===== config.mk =====
export PLATFORM = sky130hd
export DESIGN_NAME = fetch_unit
export DESIGN_NICKNAME = d
export VERILOG_FILES = /design/src/rtl/fetch_unit_pkg.sv /design/src/rtl/fetch_unit.sv
export SDC_FILE = /design/constraint.sdc
export NUM_CORES = 1
export LEC_CHECK = 0
export ABC_AREA = 1
export CAP_MARGIN = 30
export CORE_MARGIN = 1.5
export CORE_UTILIZATION = 55
export CTS_CLUSTER_DIAMETER = 40
export DETAILED_ROUTE_END_ITERATION = 7
export DONT_BUFFER_PORTS = 1
export GPL_ROUTABILITY_DRIVEN = 0
export HOLD_SLACK_MARGIN = 0.1
export PLACE_DENSITY = 0.71
export SLEW_MARGIN = 15
export SYNTH_ARGS = -nofsm -noshare
export SYNTH_HDL_FRONTEND = slang
export SYNTH_SLANG_ARGS = --single-unit
export TNS_END_PERCENT = 50

===== constraint.sdc =====
create_clock -name CLK -period 1.6 [get_ports CLK]
set_input_delay 0.08 -clock CLK [delete_from_list [all_inputs] [get_ports CLK]]
set_output_delay 0.08 -clock CLK [all_outputs]
set_load 0.01 [all_outputs]

===== src/rtl/fetch_unit_pkg.sv =====
// Shared pipeline definitions for the Mach-V fetch stage.
//   NOP_INSTR_DEF : bubble encoding (addi x0,x0,0)
//   RESET_PC_DEF  : default fetch address after reset
//   fetch_state_t : fetch FSM state encoding
//   pc_inc        : next sequential PC (modulo 2^32)
package fetch_unit_pkg;

  localparam logic [31:0] NOP_INSTR_DEF = 32'h0000_0013;
  localparam logic [31:0] RESET_PC_DEF  = 32'h0000_0000;

  typedef enum logic [1:0] {
    ST_REQ  = 2'd0,  // no request outstanding
    ST_WAIT = 2'd1,  // one request outstanding for pc
    ST_HOLD = 2'd2,  // ibuf holds the instruction for pc while stalled
    ST_DROP = 2'd3   // outstanding response is stale and must be drained
  } fetch_state_t;

  function automatic logic [31:0] pc_inc(input logic [31:0] pc);
    return pc + 32'd4;
  endfunction

endpackage


===== src/rtl/fetch_unit.sv =====
// Instruction-fetch stage. Owns the fetch PC, issues word requests to
// instruction memory (one outstanding at a time) and presents the fetched
// instruction to the F/D register, inserting NOP bubbles when nothing is ready.
// Ports:
//   CLK, RESET                  : clock, synchronous active-high reset
//   StallF                      : downstream not accepting, hold instruction
//   PCSrcE, PCTargetE           : execute-stage redirect and its target
//   IMemReq/IMemAddr/IMemReady  : request handshake to instruction memory
//   IMemRValid/IMemRData        : in-order response from instruction memory
//   InstrF/PCF/FetchValidF      : instruction, its PC, and its validity
module fetch_unit
  import fetch_unit_pkg::*;
#(
  parameter logic [31:0] RESET_PC  = RESET_PC_DEF,
  parameter logic [31:0] NOP_INSTR = NOP_INSTR_DEF
) (
  input  logic        CLK,
  input  logic        RESET,
  input  logic        StallF,
  input  logic        PCSrcE,
  input  logic [31:0] PCTargetE,
  output logic        IMemReq,
  output logic [31:0] IMemAddr,
  input  logic        IMemReady,
  input  logic        IMemRValid,
  input  logic [31:0] IMemRData,
  output logic [31:0] InstrF,
  output logic [31:0] PCF,
  output logic        FetchValidF
);

  fetch_state_t state, state_n;
  logic [31:0]  pc, pc_n;
  logic [31:0]  ibuf, ibuf_n;
  logic [31:0]  target_aligned;
  logic [31:0]  pc_plus4;

  // Low target bits are ignored: all fetches are word aligned.
  assign target_aligned = PCTargetE & 32'hFFFF_FFFC;
  assign pc_plus4       = pc_inc(pc);

  always_comb begin
    state_n     = state;
    pc_n        = pc;
    ibuf_n      = ibuf;
    IMemReq     = 1'b0;
    IMemAddr    = pc;
    InstrF      = NOP_INSTR;
    PCF         = pc;
    FetchValidF = 1'b0;

    unique case (state)
      ST_REQ: begin
        if (PCSrcE) begin
          pc_n = target_aligned;
        end else begin
          // Stall does not block issue: the response will wait in ibuf.
          IMemReq = 1'b1;
          if (IMemReady) state_n = ST_WAIT;
        end
      end

      ST_WAIT: begin
        if (!IMemRValid) begin
          if (PCSrcE) begin
            pc_n    = target_aligned;
            state_n = ST_DROP;
          end
        end else if (PCSrcE) begin
          pc_n    = target_aligned;
          state_n = ST_REQ;
        end else if (StallF) begin
          ibuf_n  = IMemRData;
          state_n = ST_HOLD;
        end else begin
          // Pass the response straight through and issue the next fetch in
          // the same cycle to sustain one instruction per cycle.
          InstrF      = IMemRData;
          FetchValidF = 1'b1;
          pc_n        = pc_plus4;
          IMemReq     = 1'b1;
          IMemAddr    = pc_plus4;
          state_n     = IMemReady ? ST_WAIT : ST_REQ;
        end
      end

      ST_HOLD: begin
        if (PCSrcE) begin
          pc_n    = target_aligned;
          state_n = ST_REQ;
        end else begin
          InstrF      = ibuf;
          FetchValidF = 1'b1;
          if (!StallF) begin
            pc_n    = pc_plus4;
            state_n = ST_REQ;
          end
        end
      end

      ST_DROP: begin
        if (PCSrcE) pc_n = target_aligned;
        if (IMemRValid) state_n = ST_REQ;
      end

      default: state_n = ST_REQ;
    endcase

    // Nothing leaves the block while it is being reset.
    if (RESET) begin
      IMemReq     = 1'b0;
      FetchValidF = 1'b0;
      InstrF      = NOP_INSTR;
    end
  end

  always_ff @(posedge CLK) begin
    if (RESET) begin
      state <= ST_REQ;
      pc    <= RESET_PC;
      ibuf  <= 32'd0;
    end else begin
      state <= state_n;
      pc    <= pc_n;
      ibuf  <= ibuf_n;
    end
  end

endmodule


==> flow_metrics.env, run 1 <==
export IMPL_cts_inserted_buffers=9
export IMPL_numClockSinks=66
export IMPL_crit_endpoint="IMemAddr[26]"
export IMPL_synth_top_cell_area_share=0.284
export IMPL_synth_common_cells="nand2_1 (198), nor2_1 (111), dfxtp_1 (66)"
export IMPL_syn_area_per_cell_um2=6.10
export IMPL_clockBufferDepth=2
export IMPL_worst_ep_kind="top-level output"
export IMPL_error="[ERROR GRT-0232] Routing congestion too high. Check the congestion heatmap in the GUI."
export IMPL_synthArstFlopShare=0
export IMPL_ys_warn_count=0
export IMPL_grt_ovfl_total=1015
export IMPL_place_hpwl_um=11200
export IMPL_synthTopCellsByArea="dfxtp_1 (28%), nand2_1 (16%), nor2_1 (8.9%)"
export IMPL_synth_area_um2=4660
export IMPL_cts_max_level=3
export IMPL_yosys_cell_types_count=38
export IMPL_start_util=0.567
export IMPL_synth_most_common_cell="nand2_1"
export IMPL_rows=33
export IMPL_lastStage="5_1_grt"
export IMPL_seq_area_frac_synth=0.284
export IMPL_die_x_um=95.0
export IMPL_yosys_area_top_type="dfxtp_1"
export IMPL_syn_inst=763
export IMPL_synth_edf_count=0
export IMPL_io_buffer_count=0
export IMPL_synth_seq_cells=66
export IMPL_io_pins=168
export IMPL_synth_nets=838
export IMPL_dieHeight_um=95.0
export IMPL_cts_root_buffer="clkbuf_8"
export IMPL_status="did not finish"
export IMPL_synthFlopType="dfxtp_1"
export IMPL_grt_usage=1.05
export IMPL_grt_max_degree=33
stage by stage:
stage | worst slack (ps) | hold WS, ps | std cells | instance area [um2] | utilization
3_3_place_gp | -70.6 | 155 | 945 | 5520 | 0.672
3_5_place_dp | -151 | 153 | 945 | 5520 | 0.672
2_1_floorplan | -2.73 | 246 | 763 | 4670 | -
4_1_cts | -334 | 58.7 | 1051 | 7380 | 0.898
timing repair:
| item | 4_1_cts |
|---|---|
| hold buffers | 69 |
| pin swaps | 30 |
| gates resized for setup | 170 |
| cloned | 5 |
| setup buffers | 17 |
| hold endpoints to repair | 66 |
| endpoints found under the setup margin | 125 |
cells by family after synthesis:
| kind of cell | Yosys count | share of synthesized area |
|---|---|---|
| buf+inv | 104 | 0.0941 |
| flops | 66 | 0.284 |
| compound gates | 146 | 0.167 |
| fa+ha+maj | 5 | 0.0134 |
| simple gates | 416 | 0.393 |
| xor+xnor | 26 | 0.0489 |
per-layer routing:
metal,GRT overflow,global-route usage
met5,1,0.363
met3,8,0.750
met4,239,1.24
met1,9,0.888
met2,758,1.43
==> run 2: changes to the inputs <==
--- a/config.mk
+++ b/config.mk
@@ -8,13 +8,11 @@
 export ABC_AREA = 1
 export CAP_MARGIN = 30
 export CORE_MARGIN = 1.5
-export CORE_UTILIZATION = 55
-export CTS_CLUSTER_DIAMETER = 40
+export CORE_UTILIZATION = 40
 export DETAILED_ROUTE_END_ITERATION = 7
 export DONT_BUFFER_PORTS = 1
 export GPL_ROUTABILITY_DRIVEN = 0
-export HOLD_SLACK_MARGIN = 0.1
-export PLACE_DENSITY = 0.71
+export PLACE_DENSITY_LB_ADDON = 0.15
 export SLEW_MARGIN = 15
 export SYNTH_ARGS = -nofsm -noshare
 export SYNTH_HDL_FRONTEND = slang
==> constraint.sdc (replaced) <==
create_clock -name CLK -period 2.1 [get_ports CLK]
set_input_delay 0.105 -clock CLK [delete_from_list [all_inputs] [get_ports CLK]]
set_output_delay 0.105 -clock CLK [all_outputs]
set_load 0.01 [all_outputs]
==> flow_metrics.env, run 2 <==
export IMPL_antenna_left=0
export IMPL_place_hpwl_um=11000
export IMPL_io_pins=168
export IMPL_synthArstFlopShare=0
export IMPL_synthTopCellsByArea="dfxtp_1 (28%), nand2_1 (16%), nor2_1 (8.9%)"
export IMPL_layout_commonest_cell="nand2_1"
export IMPL_synth_seq_cells=66
export IMPL_grt_ovfl_total=0
export IMPL_grt_usage=0.253
export IMPL_setup_viol_count_final=0
export IMPL_preCtsSetupSlack_ps=113
export IMPL_grt_pass1_wl_um=25200
export IMPL_min_path_cells=2
export IMPL_worstHoldStart="PCTargetE[6]"
export IMPL_ir_drop_mv=0.400
export IMPL_synthFlopType="dfxtp_1"
export IMPL_setup_tns_final_ps=0
export IMPL_p_switching_mw=1.19
export IMPL_tightestPinTransition_ps=585
export IMPL_postLayoutSetupSlackWorst_ps=91.7
export IMPL_grtUsageMet1=0.297
export IMPL_cts_max_level=3
export IMPL_clkPwrFrac=0.417
export IMPL_grt_max_degree=38
export IMPL_min_period_ps=2010
export IMPL_total_leakage_power_nw=2.33
export IMPL_slew_headroom=0.609
export IMPL_numClockSinks=66
export IMPL_crit_path_end_kind="output port"
export IMPL_final_cell_mix="nand2_1 (191), nor2_1 (102), o21ai_0 (65), a21oi_1 (61), inv_1 (57)"
export IMPL_r2r_slack_ps=240
export IMPL_worstSkewPairLatency_ps=340
export IMPL_timing_rr_start="state[0]$_SDFFE_PP0P_"
export IMPL_crit_required_ps=2000
export IMPL_use_met2=0.439
export IMPL_r2r_cells=8
export IMPL_switching_share=0.304
export IMPL_dieArea_um2=12300
export IMPL_drc_errors=0
export IMPL_antenna_diode_count=0
export IMPL_p_int_mw=2.71
export IMPL_synth_most_common_cell="nand2_1"
export IMPL_skew_ps=6.78
export IMPL_finalHoldViolCount=0
export IMPL_drv_slew=0
export IMPL_cts_reportedPaths_clkPinSlew_ps=50
export IMPL_combPwrFrac=0.214
export IMPL_drt_total_wl_um=15800
export IMPL_cts_root_buffer="clkbuf_16"
export IMPL_synth_nets=838
export IMPL_synth_top_cell_area_share=0.284
export IMPL_grt_busiest_layer="met2"
export IMPL_die_x_um=111
export IMPL_synth_common_cells="nand2_1 (198), nor2_1 (111), dfxtp_1 (66)"
export IMPL_start_util=0.409
export IMPL_hold_path_end="PCF[6]$_SDFF_PP0_"
export IMPL_seq_area_frac_synth=0.284
export IMPL_finalCritPeriodShare=0.956
export IMPL_synth_area_um2=4660
export IMPL_vias=5249
export IMPL_worstReg2RegEnd="PCF[20]$_SDFF_PP0_"
export IMPL_dieHeight_um=111
export IMPL_grt_pass1_vias=5093
export IMPL_pwr_density_cell_nw_per_um2=652
export IMPL_syn_inst=763
export IMPL_antenna_found_initial=1
export IMPL_crit_path_max_fanout=5
export IMPL_clockBufferDepth=2
export IMPL_seq_power_share=0.368
export IMPL_arrival_ps=1900
export IMPL_cp_start_kind="flop"
export IMPL_nets=897
export IMPL_syn2layout_area_growth_pct=28.4
export IMPL_status="completed"
export IMPL_fmax_mhz=498
export IMPL_rows=39
export IMPL_yosys_area_top_type="dfxtp_1"
export IMPL_viasPerCell=5.42
export IMPL_syn_area_per_cell_um2=6.10
export IMPL_ys_warn_count=0
export IMPL_crit_start="state[1]$_SDFFE_PP0P_"
export IMPL_yosys_cell_types_count=38
export IMPL_grt_util_met3=0.0596
export IMPL_core_um2=11400
export IMPL_drive_above_1_share=0.172
export IMPL_synth_edf_count=0
export IMPL_dr_pass1_iters=5
export IMPL_cts_inserted_buffers=9
export IMPL_routedWlPerCell_um=16.3
export IMPL_cap_violations=0
export IMPL_min_path_type="in2reg"
export IMPL_crit_type="reg2out"
export IMPL_io_buffer_count=0
export IMPL_cts_tree="built"
export IMPL_drtIter0Drc=308
## run 2: cell counts after synthesis
Identical to the previous run, type by type.
## run 2: area by class of cell
class / instances / area [um2]
Fill cell: 1131 / 5390
Multi-Input combinational cell: 593 / 3090
Sequential cell: 66 / 1340
Timing Repair Buffer: 87 / 813
Inverter: 65 / 244
Clock buffer: 11 / 243
Tap cell: 143 / 179
Clock inverter: 3 / 65.1
## run 2: per-layer routing
layer	share of wire	routed length, um
met3	0.077	1220
met5	0	0
met2	0.48	7590
met4	0.028	449
met1	0.41	6530
## run 2: what timing repair did
item | in CTS | in global routing
resized for setup | 19 | 42
hold buffers | 40 | 0
endpoints found under the setup margin | 51 | 50
hold endpoints to repair | 63 | 0
buffers inserted | 2 | 3
pin swaps | 5 | 8
## run 2: worst max-delay path: stages, from the launching register on
cell and delay (ps):
dfxtp_2 340, inv_2 80, ha_4 160, nand2_4 70, buf_12 130, nor2_4 150, nand4_1 190, nor2_1 170
xor2_1 150, buf_4 130
## run 2: logic make-up (layout without fill, tap and decap cells)
group | after synthesis | in the layout | synth area share
fa+ha+maj | 5 | 5 | 0.0134
simple gates | 416 | 416 | 0.393
xor+xnor | 26 | 26 | 0.0489
compound gates | 146 | 146 | 0.167
buf+inv | 104 | 166 | 0.0941
flops | 66 | 66 | 0.284
## run 2: how the worst max path moves through the flow
stage	endpoint	slack, ps	cells after the start
after CTS	IMemAddr[24]	7	8
after floorplan	IMemAddr[26]	410	9
after global placement	IMemAddr[6]	180	10
after detailed placement	IMemAddr[6]	110	10
after global routing	IMemAddr[30]	-8	9
final	IMemAddr[21]	90	9
## run 2: through the flow
stage / hold WS [ps] / power, mW / util / instances / instance area, um2
2_1_floorplan: 271 / 1.92 / - / 763 / 4660
3_3_place_gp: 181 / 2.15 / 0.439 / 908 / 4990
3_5_place_dp: 183 / 2.17 / 0.439 / 908 / 4990
4_1_cts: 2.61 / 3.88 / 0.509 / 964 / 5790
5_1_grt: 11.5 / 4.05 / 0.526 / 968 / 5980
6_report: 14.1 / 3.90 / 0.526 / 968 / 5980
## run 2: power groups by stage
stage	Clock, mW	Sequential [mW]	Combinational (mW)
global route	1.69	1.44	0.914
CTS	1.65	1.43	0.802
global placement	0	1.45	0.702
finish	1.63	1.44	0.835
floorplan	0	1.45	0.476
detailed placement	0	1.45	0.718
No activity file was read; power rests on OpenSTA's default activity.
==> run 3: changes to the inputs <==
--- a/config.mk
+++ b/config.mk
@@ -5,7 +5,6 @@
 export SDC_FILE = /design/constraint.sdc
 export NUM_CORES = 1
 export LEC_CHECK = 0
-export ABC_AREA = 1
 export CAP_MARGIN = 30
 export CORE_MARGIN = 1.5
 export CORE_UTILIZATION = 40
==> flow_metrics.env, run 3 <==
export IMPL_status="finished, violations left"
export IMPL_violations="negative setup slack"
export IMPL_place_hpwl_um=9090
export IMPL_layout_commonest_cell="nand2_1"
export IMPL_ir_drop_mv=0.271
export IMPL_core_um2=10300
export IMPL_start_util=0.413
export IMPL_multi_input_area_um2=2870
export IMPL_io_pins=168
export IMPL_drv_slew=0
export IMPL_combPwrFrac=0.304
export IMPL_stdcell_count=790
export IMPL_routedWlPerCell_um=17.7
export IMPL_yosys_area_top_type="dfxtp_1"
export IMPL_tightestPinTransition_ps=700
export IMPL_dr_pass1_iters=4
export IMPL_cts_tree="built"
export IMPL_antenna_found_initial=0
export IMPL_ys_warn_count=0
export IMPL_synth_common_cells="nand2_1 (93), nor2_1 (68), dfxtp_1 (66)"
export IMPL_cts_inserted_buffers=9
export IMPL_die_x_um=106
export IMPL_dieArea_um2=11300
export IMPL_postLayoutSetupSlackWorst_ps=-42.7
export IMPL_synth_most_common_cell="nand2_1"
export IMPL_seqCellArea_um2=1340
export IMPL_cp_start_kind="flop"
export IMPL_rows=37
export IMPL_wl_met1_um=5950
export IMPL_setup_tns_final_ps=-60.4
export IMPL_synth_area_um2=4270
export IMPL_rsz0062_at_grt="true"
export IMPL_clockBufferDepth=2
export IMPL_p_switching_mw=1.28
export IMPL_crit_required_ps=2000
export IMPL_crit_path_max_fanout=4
export IMPL_antenna_diode_count=0
export IMPL_total_leakage_power_nw=2.12
export IMPL_synth_top_cell_area_share=0.310
export IMPL_crit_path_end_kind="output port"
export IMPL_antenna_left=0
export IMPL_routed_wl_met3_um=1000
export IMPL_grt_pass1_wl_um=21700
export IMPL_p_int_mw=2.41
export IMPL_finalCritPeriodShare=1.02
export IMPL_finalHoldViolCount=0
export IMPL_seq_area_frac_synth=0.310
export IMPL_cap_violations=0
export IMPL_fmax_mhz=467
export IMPL_syn2layout_area_growth_pct=33.4
export IMPL_grt_max_degree=45
export IMPL_cp_cell_sequence="nand4_4 > nor4_4 > buf_4 > and4b_2 > nand4_1 > xnor2_2"
export IMPL_nFillCells=1006
export IMPL_pwr_density_cell_nw_per_um2=648
export IMPL_synthTopCellsByArea="dfxtp_1 (31%), nand2_1 (8.2%), nor2_1 (6.0%)"
export IMPL_arrival_ps=2040
export IMPL_grt_pass1_vias=4336
export IMPL_syn_inst=567
export IMPL_vias=4570
export IMPL_critPathMaxStageDelay_ps=370
export IMPL_cts_root_buffer="clkbuf_8"
export IMPL_crit_type="reg2out"
export IMPL_yosys_cell_types_count=56
export IMPL_drc_errors=0
export IMPL_crit_slowest_cell="dfxtp_2"
export IMPL_synthArstFlopShare=0
export IMPL_cts_max_level=3
export IMPL_drive_above_1_share=0.231
export IMPL_min_period_ps=2140
export IMPL_min_path_type="in2reg"
export IMPL_path_delay_family="simple AND/OR/NAND/NOR gates"
export IMPL_slew_headroom=0.531
export IMPL_syn_area_per_cell_um2=7.52
export IMPL_numClockSinks=66
export IMPL_path_buf_inv=1
export IMPL_wl_met2_um=6840
export IMPL_nets=724
export IMPL_dr_max_layer_used="met4"
export IMPL_io_buffer_count=0
export IMPL_setup_viol_count_final=3
export IMPL_preCtsSetupSlack_ps=121
export IMPL_grt_usage=0.241
export IMPL_grt_ovfl_total=0
export IMPL_synth_nets=642
export IMPL_synth_edf_count=0
export IMPL_drtIter0Drc=277
export IMPL_synthFlopType="dfxtp_1"
export IMPL_skew_ps=11.5
export IMPL_worstSkewPairLatency_ps=340
export IMPL_drt_total_wl_um=14000
export IMPL_dp_cells=715
export IMPL_synth_seq_cells=66
export IMPL_r2r_slack_ps=150
export IMPL_clkPwrFrac=0.306
export IMPL_dpl_cell_area_um2=4690
export IMPL_dieHeight_um=106
export IMPL_cts_reportedPaths_clkPinSlew_ps=80
export IMPL_stdcell_area_um2=5690
export IMPL_switching_share=0.347
export IMPL_viasPerCell=5.78
export IMPL_final_cell_mix="nand2_1 (92), buf_4 (61), nor2_1 (60), dfxtp_1 (53), dlygate4sd3_1 (48)"
export IMPL_seq_power_share=0.390
[run 3: cell type report]
class / count / share of cell area
multi-input combinational: 444 / 0.504
sequential: 66 / 0.235
timing repair buffer: 118 / 0.189
tap: 136 / 0.0299
clock buffer: 10 / 0.0242
clock inverter: 6 / 0.0114
inverter: 10 / 0.00659
[run 3: path summary, 6_finish.rpt]
kind / depth (start not counted) / from / to
worst min-delay path: 3 / StallF / PCF[2]$_SDFF_PP0_
worst max-delay path: 6 / PCF[7]$_SDFF_PP0_ / IMemAddr[31]
worst min register to register: 2 / ibuf[1]$_SDFFE_PP0P_ / ibuf[1]$_SDFFE_PP0P_
worst max register to register: 6 / state[0]$_SDFFE_PP0P_ / PCF[20]$_SDFF_PP0_
[run 3: metrics by stage]
stage          hold slack (ps)  utilization  total power, mW
3_3_place_gp               182        0.455             2.36
3_5_place_dp               190        0.455             2.38
2_1_floorplan              241            -             2.07
5_1_grt                   22.1        0.551             3.88
4_1_cts                   1.33        0.535             3.62
6_report                  19.9        0.551             3.69
[run 3: kinds of logic (layout without fill, tap and decap cells)]
logic type	Yosys count	after routing	synth area share
multiplexers	23	23	0.0560
AND/OR/NAND/NOR	243	243	0.283
AO/OA/AOI/OAI	144	144	0.220
flip-flops	66	66	0.310
XOR/XNOR	29	29	0.0595
adder cells (fa/ha/maj)	5	5	0.0147
buffers and inverters	57	144	0.0578
[run 3: worst min-delay path: cells and delay by family]
family,cells,cell delay [ps]
compound gates,3,210
[run 3: per-layer routing]
metal  global-route usage  vias to the layer above
met2                0.412                      193
met5                    0                        -
met1                0.303                     2163
li1                     -                     2195
met4               0.0878                        0
met3               0.0435                       19
[run 3: power groups by stage]
stage               clock network [mW]  logic [mW]  registers (mW)
floorplan                            0       0.582            1.48
global route                      1.21        1.21            1.45
CTS                               1.16        1.04            1.43
global placement                     0       0.912            1.45
detailed placement                   0       0.927            1.45
finish                            1.13        1.12            1.44
[run 3: what timing repair did]
action	CTS	global route
endpoints found under the hold margin	53	1
cloned	0	1
pin swaps	8	10
endpoints found under the setup margin	58	77
buffers inserted	3	6
resized for setup	31	29
hold buffers	48	1
==> run 4: changes to the inputs <==
==> constraint.sdc (replaced) <==
create_clock -name CLK -period 1.8 [get_ports CLK]
set_input_delay 0.09 -clock CLK [delete_from_list [all_inputs] [get_ports CLK]]
set_output_delay 0.09 -clock CLK [all_outputs]
set_load 0.01 [all_outputs]
==> flow_metrics.env, run 4 (same netlist as run 3, synthesis figures left out) <==
export IMPL_drv_slew=0
export IMPL_preCtsSetupSlack_ps=-107
export IMPL_skew_ps=9.74
export IMPL_routedWlPerCell_um=19.5
export IMPL_stdcell_area_um2=6930
export IMPL_total_leakage_power_nw=2.69
export IMPL_p_int_mw=3.13
export IMPL_violations="negative setup slack"
export IMPL_layout_commonest_cell="buf_4"
export IMPL_clkPwrFrac=0.294
export IMPL_cts_max_level=3
export IMPL_antenna_left=0
export IMPL_cap_violations=0
export IMPL_min_path_type="in2reg"
export IMPL_grt_pass1_vias=4862
export IMPL_dp_cells=750
export IMPL_cp_cell_sequence="nand4b_1 > buf_4 > nor4_4 > buf_4 > and4b_2 > nand2_1 > xnor2_1 > buf_4"
export IMPL_worstSkewPairLatency_ps=350
export IMPL_io_buffer_count=0
export IMPL_stdcell_count=855
export IMPL_drc_errors=0
export IMPL_core_um2=10300
export IMPL_crit_type="reg2out"
export IMPL_finalHoldViolCount=0
export IMPL_dieArea_um2=11300
export IMPL_viasPerCell=5.84
export IMPL_crit_required_ps=1710
export IMPL_pwr_density_cell_nw_per_um2=691
export IMPL_place_hpwl_um=9780
export IMPL_status="finished, violations left"
export IMPL_antenna_found_initial=0
export IMPL_crit_path_frequent_cell="buf_4"
export IMPL_slew_headroom=0.511
export IMPL_die_x_um=106
export IMPL_antenna_diode_count=0
export IMPL_drt_total_wl_um=16600
export IMPL_dr_pass1_iters=5
export IMPL_path_delay_family="simple AND/OR/NAND/NOR gates"
export IMPL_cts_reportedPaths_clkPinSlew_ps=80
export IMPL_multi_input_area_um2=3390
export IMPL_drive_above_1_share=0.426
export IMPL_dieHeight_um=106
export IMPL_cts_tree="built"
export IMPL_cts_root_buffer="clkbuf_8"
export IMPL_setup_tns_final_ps=-10200
export IMPL_grt_pass1_wl_um=25000
export IMPL_vias=4989
export IMPL_crit_path_max_fanout=4
export IMPL_p_switching_mw=1.66
export IMPL_crit_path_end_kind="output port"
export IMPL_grt_max_degree=45
export IMPL_cts_inserted_buffers=9
export IMPL_finalCritPeriodShare=1.18
export IMPL_grt_usage=0.279
export IMPL_crit_slowest_cell="dfxtp_4"
export IMPL_min_period_ps=2120
export IMPL_io_pins=168
export IMPL_nFillCells=817
export IMPL_combPwrFrac=0.355
export IMPL_arrival_ps=2030
export IMPL_fmax_mhz=471
export IMPL_cp_start_kind="flop"
export IMPL_final_cell_mix="buf_4 (102), nand2_1 (87), dfxtp_1 (51), dlygate4sd3_1 (50), a21oi_1 (43)"
export IMPL_setup_viol_count_final=72
export IMPL_syn2layout_area_growth_pct=62.5
export IMPL_rsz0062_at_grt="true"
export IMPL_switching_share=0.347
export IMPL_seq_power_share=0.351
export IMPL_seqCellArea_um2=1350
export IMPL_dpl_cell_area_um2=5000
export IMPL_ir_drop_mv=0.426
export IMPL_start_util=0.413
export IMPL_critPathMaxStageDelay_ps=380
export IMPL_tightestPinTransition_ps=731
export IMPL_path_buf_inv=3
export IMPL_clockBufferDepth=2
export IMPL_rows=37
export IMPL_grt_ovfl_total=0
export IMPL_drtIter0Drc=354
export IMPL_nets=789
export IMPL_numClockSinks=66
export IMPL_postLayoutSetupSlackWorst_ps=-322
[run 4: power groups by stage]
stage | sequential, mW | combinational (mW) | clock [mW]
floorplan | 1.73 | 0.682 | 0
detailed placement | 1.68 | 1.20 | 0
global route | 1.69 | 1.81 | 1.48
CTS | 1.67 | 1.53 | 1.42
finish | 1.68 | 1.70 | 1.41
global placement | 1.68 | 1.19 | 0
[run 4: per-layer routing]
metal	global-route usage	routed length, um	vias to the layer above
met3	0.0533	1070	40
li1	-	-	2325
met1	0.357	7070	2408
met5	0	0	-
met4	0.106	416	0
met2	0.462	8080	216
[run 4: path summary, 6_finish.rpt]
path              cells past startpoint  slack, ps              endpoint                  start
setup reg to reg                     10       -110     PCF[9]$_SDFF_PP0_  state[1]$_SDFFE_PP0P_
hold reg to reg                       2        460  ibuf[1]$_SDFFE_PP0P_   ibuf[1]$_SDFFE_PP0P_
setup / recovery                      8       -320          IMemAddr[27]      PCF[2]$_SDFF_PP0_
hold / removal                        2         10    PCF[10]$_SDFF_PP0_                 PCSrcE
[run 4: through the flow]
stage / total power [mW] / utilization / hold WS [ps]
floorplan: 2.41 / - / 226
detailed placement: 2.88 / 0.484 / 175
finish: 4.79 / 0.671 / 12.0
global route: 4.99 / 0.671 / 20.6
CTS: 4.61 / 0.624 / 1.97
global placement: 2.87 / 0.484 / 175
[run 4: layout make-up]
class | instances | share of cell area
flip-flops and latches | 66 | 0.195
clock inverters | 5 | 0.0114
well taps | 136 | 0.0245
clock buffers | 11 | 0.0190
repair buffers | 183 | 0.256
multi-input cells | 444 | 0.489
inverters | 10 | 0.00542
[run 4: what timing repair did]
item                       4_1_cts  5_1_grt
pin swaps                       52       86
setup endpoints to repair       79       93
resized for setup              117       97
hold buffers                    50        1
hold endpoints to repair        54        2
setup buffers                   18       16
gates cloned                     5        1
[run 4: worst reg2reg max path: stages (launching register included)]
cell,delay [ps]
dfxtp_2,330
inv_2,50
buf_4,120
buf_4,140
ha_4,270
inv_1,60
o21ai_1,120
buf_4,190
nand2_1,90
a221oi_2,280
a2111oi_0,90
